### src/rtl/clk_div_lock_pkg.sv
// Shared types and helpers for the clock-enable generator with lock sequencing.
package clk_div_lock_pkg;

  typedef enum logic [1:0] {
    ST_OFF    = 2'd0,
    ST_SETTLE = 2'd1,
    ST_LOCKED = 2'd2
  } lock_state_e;

  // Settle counter must hold LOCK_CYCLES itself without wrapping.
  function automatic int settle_cnt_width(input int lock_cycles);
    int w;
    w = $clog2(lock_cycles + 1);
    if (w < 1) begin
      w = 1;
    end else begin
      w = w;
    end
    return w;
  endfunction

endpackage

### src/rtl/clk_div_chan.sv
// One divider channel: wrapping counter, enable strobe and 50%-duty toggle clock.
module clk_div_chan
  import clk_div_lock_pkg::*;
#(
  parameter int CNT_W = 16
) (
  input  logic             clk_in,
  input  logic             resetn,
  input  logic             clr,
  input  logic             en,
  input  logic [CNT_W-1:0] d,
  output logic             stb,
  output logic             ch_clk
);

  logic [CNT_W-1:0] cnt_r;
  logic [CNT_W-1:0] last_s;
  logic             clk_r;

  // Terminal count; a ratio of zero behaves as a ratio of one.
  always_comb begin
    last_s = {CNT_W{1'b0}};
    if (d == {CNT_W{1'b0}}) begin
      last_s = {CNT_W{1'b0}};
    end else begin
      last_s = d - CNT_W'(1);
    end
  end

  // Strobe is combinational from registers so it lines up with the counter.
  always_comb begin
    stb = 1'b0;
    if (en && (cnt_r == last_s)) begin
      stb = 1'b1;
    end else begin
      stb = 1'b0;
    end
  end

  // Counter wraps at the terminal count; the output clock flips on every strobe.
  always_ff @(posedge clk_in or negedge resetn) begin
    if (!resetn) begin
      cnt_r <= {CNT_W{1'b0}};
      clk_r <= 1'b0;
    end else if (clr) begin
      cnt_r <= {CNT_W{1'b0}};
      clk_r <= 1'b0;
    end else if (en) begin
      cnt_r <= stb ? {CNT_W{1'b0}} : cnt_r + CNT_W'(1);
      clk_r <= stb ? ~clk_r : clk_r;
    end else begin
      cnt_r <= cnt_r;
      clk_r <= clk_r;
    end
  end

  assign ch_clk = clk_r;

endmodule

### src/rtl/clk_div_lock_gen.sv
// Clock-enable generator with OFF/SETTLE/LOCKED sequencing and runtime divide ratios.
// Optional reference-activity watchdog enabled by defining CLK_LOCK_MON_EN.
module clk_div_lock_gen
  import clk_div_lock_pkg::*;
#(
  parameter int NUM_CH      = 2,
  parameter int CNT_W       = 16,
  parameter int LOCK_CYCLES = 100,
  parameter int MON_TIMEOUT = 1024
) (
  input  logic                    clk_in,
  input  logic                    resetn,
  input  logic                    pwr_dn,
  input  logic                    cfg_load,
  input  logic [NUM_CH*CNT_W-1:0] div_cfg,
  input  logic                    ref_tick,
  output logic                    locked,
  output logic [NUM_CH-1:0]       ch_stb,
  output logic [NUM_CH-1:0]       ch_clk,
  output logic                    lock_lost
);

  localparam int SC_W = settle_cnt_width(LOCK_CYCLES);

  lock_state_e               state_r;
  lock_state_e               next_state_s;
  logic [SC_W-1:0]           settle_cnt_r;
  logic [NUM_CH*CNT_W-1:0]   div_q_r;
  logic                      locked_r;
  logic                      load_s;
  logic                      restart_s;
  logic                      wd_fire_s;
  logic                      chan_clr_s;

  // Next-state decode; pwr_dn overrides everything, cfg_load beats the watchdog.
  always_comb begin
    next_state_s = state_r;
    load_s       = 1'b0;
    if (pwr_dn) begin
      next_state_s = ST_OFF;
    end else begin
      case (state_r)
        ST_OFF: begin
          next_state_s = ST_SETTLE;
          load_s       = 1'b1;
        end
        ST_SETTLE: begin
          if (cfg_load) begin
            next_state_s = ST_SETTLE;
            load_s       = 1'b1;
          end else if (settle_cnt_r == SC_W'(LOCK_CYCLES - 1)) begin
            next_state_s = ST_LOCKED;
          end else begin
            next_state_s = ST_SETTLE;
          end
        end
        ST_LOCKED: begin
          if (cfg_load) begin
            next_state_s = ST_SETTLE;
            load_s       = 1'b1;
          end else if (wd_fire_s) begin
            next_state_s = ST_SETTLE;
          end else begin
            next_state_s = ST_LOCKED;
          end
        end
        default: begin
          next_state_s = ST_OFF;
        end
      endcase
    end
  end

  // Any fresh entry into SETTLE (or a reload while in it) restarts the settle count.
  always_comb begin
    restart_s = 1'b0;
    if ((next_state_s == ST_SETTLE) && (load_s || (state_r != ST_SETTLE))) begin
      restart_s = 1'b1;
    end else begin
      restart_s = 1'b0;
    end
  end

  // Channels are held cleared outside LOCKED and on every edge entering or leaving it.
  always_comb begin
    chan_clr_s = 1'b1;
    if ((state_r == ST_LOCKED) && (next_state_s == ST_LOCKED)) begin
      chan_clr_s = 1'b0;
    end else begin
      chan_clr_s = 1'b1;
    end
  end

  // State, settle counter, captured ratios and lock flag.
  always_ff @(posedge clk_in or negedge resetn) begin
    if (!resetn) begin
      state_r      <= ST_OFF;
      settle_cnt_r <= {SC_W{1'b0}};
      div_q_r      <= {(NUM_CH*CNT_W){1'b0}};
      locked_r     <= 1'b0;
    end else begin
      state_r  <= next_state_s;
      locked_r <= (next_state_s == ST_LOCKED);
      div_q_r  <= load_s ? div_cfg : div_q_r;
      if (restart_s) begin
        settle_cnt_r <= {SC_W{1'b0}};
      end else if (next_state_s == ST_SETTLE) begin
        settle_cnt_r <= settle_cnt_r + SC_W'(1);
      end else begin
        settle_cnt_r <= {SC_W{1'b0}};
      end
    end
  end

`ifdef CLK_LOCK_MON_EN
  localparam int WD_W = $clog2(MON_TIMEOUT + 1);

  logic [WD_W-1:0] wd_cnt_r;
  logic            lock_lost_r;
  logic            cfg_take_s;

  assign cfg_take_s = cfg_load && !pwr_dn && (state_r != ST_OFF);

  // Watchdog fires on the cycle the idle count would reach MON_TIMEOUT.
  always_comb begin
    wd_fire_s = 1'b0;
    if ((state_r == ST_LOCKED) && !ref_tick && (wd_cnt_r == WD_W'(MON_TIMEOUT - 1))) begin
      wd_fire_s = 1'b1;
    end else begin
      wd_fire_s = 1'b0;
    end
  end

  // Idle counter runs only while staying LOCKED; lock_lost is sticky until a reload.
  always_ff @(posedge clk_in or negedge resetn) begin
    if (!resetn) begin
      wd_cnt_r    <= {WD_W{1'b0}};
      lock_lost_r <= 1'b0;
    end else begin
      if ((state_r == ST_LOCKED) && (next_state_s == ST_LOCKED)) begin
        wd_cnt_r <= ref_tick ? {WD_W{1'b0}} : wd_cnt_r + WD_W'(1);
      end else begin
        wd_cnt_r <= {WD_W{1'b0}};
      end
      if (cfg_take_s) begin
        lock_lost_r <= 1'b0;
      end else if (wd_fire_s) begin
        lock_lost_r <= 1'b1;
      end else begin
        lock_lost_r <= lock_lost_r;
      end
    end
  end

  assign lock_lost = lock_lost_r;
`else
  logic [1:0] mon_unused_s;

  assign mon_unused_s = {ref_tick, (MON_TIMEOUT > 0)};
  assign wd_fire_s    = 1'b0;
  assign lock_lost    = 1'b0;
`endif

  assign locked = locked_r;

  for (genvar i = 0; i < NUM_CH; i++) begin : g_ch
    clk_div_chan #(
      .CNT_W(CNT_W)
    ) u_chan (
      .clk_in (clk_in),
      .resetn (resetn),
      .clr    (chan_clr_s),
      .en     (locked_r),
      .d      (div_q_r[i*CNT_W +: CNT_W]),
      .stb    (ch_stb[i]),
      .ch_clk (ch_clk[i])
    );
  end

endmodule

### config.mk
export PLATFORM = sky130hd
export DESIGN_NAME = clk_div_lock_gen
export DESIGN_NICKNAME = d
export VERILOG_FILES = /design/src/rtl/clk_div_lock_pkg.sv /design/src/rtl/clk_div_chan.sv /design/src/rtl/clk_div_lock_gen.sv
export SDC_FILE = /design/constraint.sdc
export NUM_CORES = 1
export LEC_CHECK = 0
export CAP_MARGIN = 20
export CORE_ASPECT_RATIO = 0.9
export CORE_MARGIN = 4
export CORE_UTILIZATION = 50
export CTS_CLUSTER_SIZE = 25
export DETAILED_ROUTE_END_ITERATION = 8
export PLACE_DENSITY = 0.68
export SLEW_MARGIN = 10
export SYNTH_ARGS = -nofsm -noshare
export SYNTH_HDL_FRONTEND = slang
export SYNTH_SLANG_ARGS = --single-unit
### constraint.sdc
create_clock -name clk_in -period 4.55 [get_ports clk_in]
set_input_delay 0.91 -clock clk_in [delete_from_list [all_inputs] [get_ports clk_in]]
set_output_delay 0.91 -clock clk_in [all_outputs]
set_load 0.02 [all_outputs]
# ---- Word level (Yosys, flattened, before mapping)
# Index checks and enable logic that the tools add are counted.
dict set report totals {
  register_bits 76
  inputBits 37
}
dict set report op_classes {
  muxes 27
  n_addsub 5
  reduce_logical 11
  bitwise 2
  eq_ne 11
}
# op count
set op_table {}
lappend op_table {{$mux 16} 8}
lappend op_table {{$add 16x1->16 const B} 2}
lappend op_table {{$eq 16x16->1} 2}
lappend op_table {{$logic_not 16->1} 2}
lappend op_table {{$sub 16x1->16 const B} 2}
lappend op_table {{$mux 7} 2}
lappend op_table {{$mux 1} 11}
lappend op_table {{$mux 2} 4}
lappend op_table {{$add 7x1->7 const B} 1}
lappend op_table {{$eq 7x7->1 const B} 1}
lappend op_table {{$ne 2x1->1 const B} 3}
lappend op_table {{$pmux 2 s3} 1}
lappend op_table {{$eq 2x1->1 const B} 2}
lappend op_table {{$eq 2x2->1 const B} 2}
lappend op_table {{$logic_and 1x1->1} 4}
lappend op_table {{$reduce_and 2->1} 2}
lappend op_table {{$logic_not 2->1} 1}
lappend op_table {{$ne 2x2->1 const B} 1}
lappend op_table {{$not 1->1} 2}
lappend op_table {{$pmux 1 s2} 1}
lappend op_table {{$reduce_or 2->1} 1}
lappend op_table {{$logic_or 1x1->1} 1}

# ---- Depth between registers and ports, before layout
dict set report depth {
  ltp_word 9
  mapped_depth 12
  ltp_nobuf 10
}

# ---- Hierarchy
# Synthesis repeated with hierarchy kept, for this count alone.
dict set report unflattened {
  hier_cells 514
  hier_area_um2 5078.6
}
# mod n_inst area_per_inst_um2 cells_per_inst
set modules_own_cells {}
lappend modules_own_cells {clk_div_chan 2 1652.8 196}
lappend modules_own_cells {clk_div_lock_gen 1 1773.0 122}

# ---- Worst setup path after synthesis
# No wires, ideal clock.
dict set report synth_path {
  path_type {register to output}
  startpoint {register div_q_r[0]}
  endpoint {output ch_stb[0]}
  setup_slack_ns 0.931
  stages_incl_launch_ff 13
  arrival_time_ns 2.709
  cell_sequence {dfrtp_1 inv_1 ha_1 or3b_1 buf_2 and2_1 nor4_1 o21ai_1 a2111oi_4 nand4_4 buf_4 inv_1 buf_4}
}
dict set report synth_via {
  elab_chain_cells 5
  word_cells_on_any_way 6
}
# item line_no
set synth_rtl {}
lappend synth_rtl {{start: declaration} clk_div_lock_gen.sv:28} ;# logic [NUM_CH*CNT_W-1:0] div_q_r;
lappend synth_rtl {{start signal: assignment} clk_div_lock_gen.sv:99} ;# div_q_r <= {(NUM_CH*CNT_W){1'b0}};
lappend synth_rtl {{start signal: assignment} clk_div_lock_gen.sv:104} ;# div_q_r <= load_s ? div_cfg : div_q_r;
lappend synth_rtl {{$sub 16x1->16 / $logic_not 16->1 (equally long branches)} {clk_div_chan.sv:26, clk_div_chan.sv:23}}
lappend synth_rtl {{$mux 16 *} clk_div_chan.sv:23} ;# if (d == {CNT_W{1'b0}}) begin
lappend synth_rtl {{$eq 16x16->1 *} clk_div_chan.sv:33} ;# if (en && (cnt_r == last_s)) begin
lappend synth_rtl {{$logic_and 1x1->1 *} clk_div_chan.sv:33}
lappend synth_rtl {{$mux 1 *} clk_div_chan.sv:33}
lappend synth_rtl {{end: declaration} clk_div_lock_gen.sv:18} ;# output logic [NUM_CH-1:0] ch_stb,
# Every way passes the cells marked *; elsewhere a longest branch is shown, timed or not.

# ---- Worst setup path in the final report
# Same ends and word-level chain as after synthesis.

==> results list <==
* Final cycle utilization of the critical path: 88.07%
- In the final layout, the multi-input gates occupy 0.003050 sq mm.
- The H-tree was split into 3 levels.
* Setup violations, final: 0
- The die is 115.1 um wide.
- The critical path in this run is classified as flip-flop to output pin.
* Biggest area contributors in the synthesized netlist: sky130_fd_sc_hd__dfrtp_1 (37%), sky130_fd_sc_hd__mux2_2 (5.7%), sky130_fd_sc_hd__xor2_1 (4.6%)
- Counting flops and latches in the post-synthesis netlist gives 76.
- Number of ports placed on the die boundary: 43
* Max Fclk: 249.6 MHz
- Number of remaining DRC errors: 0
- Of all flip-flops after synthesis, the portion carrying an async set or reset was 100.0%.
- Buffers inserted during clock tree synthesis total 9.
* Top layer reached by signal wires: met4
* Maximum fanout along the worst path: 7
* # rows: 34
- Cell repeated most along the worst path: sky130_fd_sc_hd__inv_1
* Routed wire length on met2: about 5500 um
- The routed design uses 733 um of met3 wire.
- Final max-slew violation count: 0
- Clk_skew: 6.958 ps
* Sequential cell area in the final layout: 0.001902 sq mm
- Of the cells placed in the final design, the portion with a size suffix greater than 1 is between 10% and 20%.
* Non-filler instance count after layout: 715
* Maximum number of pins on one net before global-route repair: just under 80
- In this run the vertical extent of the chip is 104.4 um.
- DIE AREA: ~0.012 sq mm
- For the worst-skew pair, the clock arrives at the later sink with an insertion delay of 340 ps.
- The number of hold-slack violations in the final timing report came to 0.
- Maximum resistive drop on vdd: 221.5 uV
- Register area share after synthesis: 36.83%
- After detailed routing, the number of vias per cell comes to 6.053.
- Worst Path Required: 3640 ps
- Global-route wire length before repair: 21200 um
* Final-layout worst hold slack: 466.0 ps
* Buffers inserted during post-CTS setup optimization: 0
* Setup tns final: 0 ps
- Setup repair after global routing missed its margin: false
- The worst path needs 4007 ps of the cycle, external delays included.
* Syn Inst Count: between 500 and 600
- Std-Cell Core Area: ~0.01 sq mm
- Reported max-cap violation count: 0
- Total congestion overflow: 0
- The critical path goes through inv_1 > ha_1 > or3b_4 > and2_1 > nor4_2 > o21ai_1 > a2111oi_4 > nand4_4 > inv_1 > dlymetal6s2s_1.
* Path category of the worst min-delay check: flip-flop to flip-flop
- Counting along the longest clock path gives a buffer depth of 2.
- Synth cell count leaders: sky130_fd_sc_hd__dfrtp_1 (76), sky130_fd_sc_hd__nand2_1 (57), sky130_fd_sc_hd__nor2_1 (34), sky130_fd_sc_hd__xor2_1 (27), sky130_fd_sc_hd__mux2_2 (26)
- Starting density of the core: 52.32%
* Total detailed-routing wirelength: ~12000 um
- Leakage power figure: ~2.3 nW
* Largest area contributor in the synthesized netlist: sky130_fd_sc_hd__dfrtp_1
- Number of library cell types mapped by synthesis: 75
- For this run, the number of Yosys warnings is 0.
* Post-layout net count: 630
- Average wire per cell in the routed design: about 17 um
- Clock tree synthesis found a total of 76 sinks.
- The number of antenna violations at the first check in global routing was 0.
* Final RePlAce weighted congestion: 0.9682
- TritonCTS built the clock tree.
* Slew at the pin closest to its max-slew limit: 956.4 ps
- Global routing consumed, over all layers together, between 20% and 30% of the routing resources.
- The number of global-route vias before repair is between 4000 and 5000.
* Cell area power density: around 320 mW/mm^2
- Clock transition at the register clock pins on the worst setup and hold paths after CTS: 60 ps
- N_diodes: 0
- After synthesis, the largest area contributor takes up 36.83% of total cell area.
* CP Data Arrival Time: 3100 ps
* Most instantiated library cell after synthesis: sky130_fd_sc_hd__dfrtp_1
- Each instance of the synthesized netlist takes up on average between 9 and 10 sq um.
- Post-Place Cells: 699
* Worst slew slack as a fraction of its limit: between 30% and 40%
- The worst setup path is captured at an output pin.
- After routing the design area is 0.005966 sq mm.
* Drt initial violations: 185
* Slowest cell on the critical path: sky130_fd_sc_hd__dfrtp_1
- For this run, the leading register cell type out of synthesis is sky130_fd_sc_hd__dfrtp_1.
- Number of enable-type register cells in the synthesized netlist: 0
- Startpoint Class: flip-flop
* Total standard cell area after synthesis: just over 0.005 sq mm
- Filler cells: 855
- Port buffering added 40 buffers.
- The first detailed-routing pass ran for 5 iterations.
- Cts-stage hold buffer count: 0
* Met1 WL: 5878 um
- Remaining antenna violation count after routing: 0
- Synthesis-to-layout area growth: 15.53%
- Detailed placement HPWL: slightly below 9000 um
* Outcome: complete, no violations
- Cells fill 60.45% of the core in the end.
- In this run the cell area measured after placement is 0.005633 sq mm.
- Slowest Stage Delay on Critical Path: 450 ps
- Net count of the mapped netlist: approximately 600
- CTS Root Cell: sky130_fd_sc_hd__clkbuf_16
- The routed layout has around 4300 vias.
==> where the power goes <==
| part | switching (mW) | internal (mW) |
|---|---|---|
| clock network | 0.291 | 0.442 |
| registers | 0.0885 | 0.724 |
| logic | 0.165 | 0.171 |
==> kinds of logic (layout without fill, tap and decap cells) <==
logic type	count (synthesis)	after routing	share of synthesized area (%)
adder cells (fa/ha/maj)	9	9	2.181
other	1	1	0.07262
multiplexers	33	33	7.027
XOR/XNOR	52	52	8.820
flip-flops	76	76	36.83
AND/OR/NAND/NOR	241	241	26.99
buffers and inverters	54	85	4.676
AO/OA/AOI/OAI	92	92	13.40
==> critical path, delay by kind of cell, from the launching register on <==
family          cells  cell delay (ps)
compound gates      2              580
flops               1              450
simple gates        4             1130
buf+inv             3              400
fa+ha+maj           1              190
==> flip-flops by register name, summed over array words and instances, names as in the netlist <==
register,cells
g_ch.u_chan.ch_clk,2
state_r,2
div_q_r,32
locked,1
settle_cnt_r,7
g_ch.u_chan.cnt_r,32
==> path summary, 6_finish.rpt <==
path / start / to / slack [ps] / cells past startpoint
min in group asynchronous: resetn / g_ch[1].u_chan.cnt_r[15] / 700 / 1
min reg2reg: settle_cnt_r[0] / settle_cnt_r[0] / 470 / 1
max reg2reg: div_q_r[16] / g_ch[1].u_chan.cnt_r[2] / 1300 / 10
max in group asynchronous: resetn / div_q_r[24] / 3220 / 1
max: div_q_r[0] / ch_stb[0] / 540 / 10
min: settle_cnt_r[0] / settle_cnt_r[0] / 470 / 1
==> per-stage QoR <==
step / setup slack (ps) / total power [mW]
2_1_floorplan: 930.7 / 1.032
3_3_place_gp: 399.6 / 1.134
3_5_place_dp: 339.9 / 1.147
4_1_cts: 14.79 / 1.887
5_1_grt: 349.6 / 1.973
6_report: 542.9 / 1.880
==> layout make-up <==
| cell class | instances | share of cell area, % |
|---|---|---|
| inverters | 18 | 1.133 |
| well taps | 126 | 2.643 |
| multi-input cells | 428 | 51.13 |
| repair buffers | 51 | 8.138 |
| clock inverters | 5 | 1.007 |
| flip-flops and latches | 76 | 31.88 |
| clock buffers | 11 | 4.069 |
==> repair_timing <==
item                       4_1_cts  5_1_grt
gates cloned                     0        0
setup endpoints to repair        2        2
pin swaps                        0        1
gates resized for setup          2        6
==> metal layers <==
| metal | up-vias | track usage [%] |
|---|---|---|
| met1 | 2106 | 31.83 |
| met4 | 0 | 5.700 |
| met2 | 111 | 31.98 |
| li1 | 2094 | - |
| met3 | 17 | 5.992 |
| met5 | - | 0 |
==> cell usage in the layout, fill, tap and decap left out, drive strengths merged, types with 11 or more instances in the layout <==
| master | count |
|---|---|
| dfrtp | 76 |
| nand2 | 57 |
| clkdlybuf4s50 | 37 |
| nor2 | 35 |
| xor2 | 27 |
| mux2 | 26 |
| nor3 | 26 |
| xnor2 | 25 |
| o21ai | 22 |
| nand3 | 21 |
| nand4 | 20 |
| inv | 19 |
| a21oi | 17 |
| nor4 | 15 |
| buf | 12 |
| o311ai | 12 |
| clkbuf | 11 |
Power figures use the tool's default switching activity.
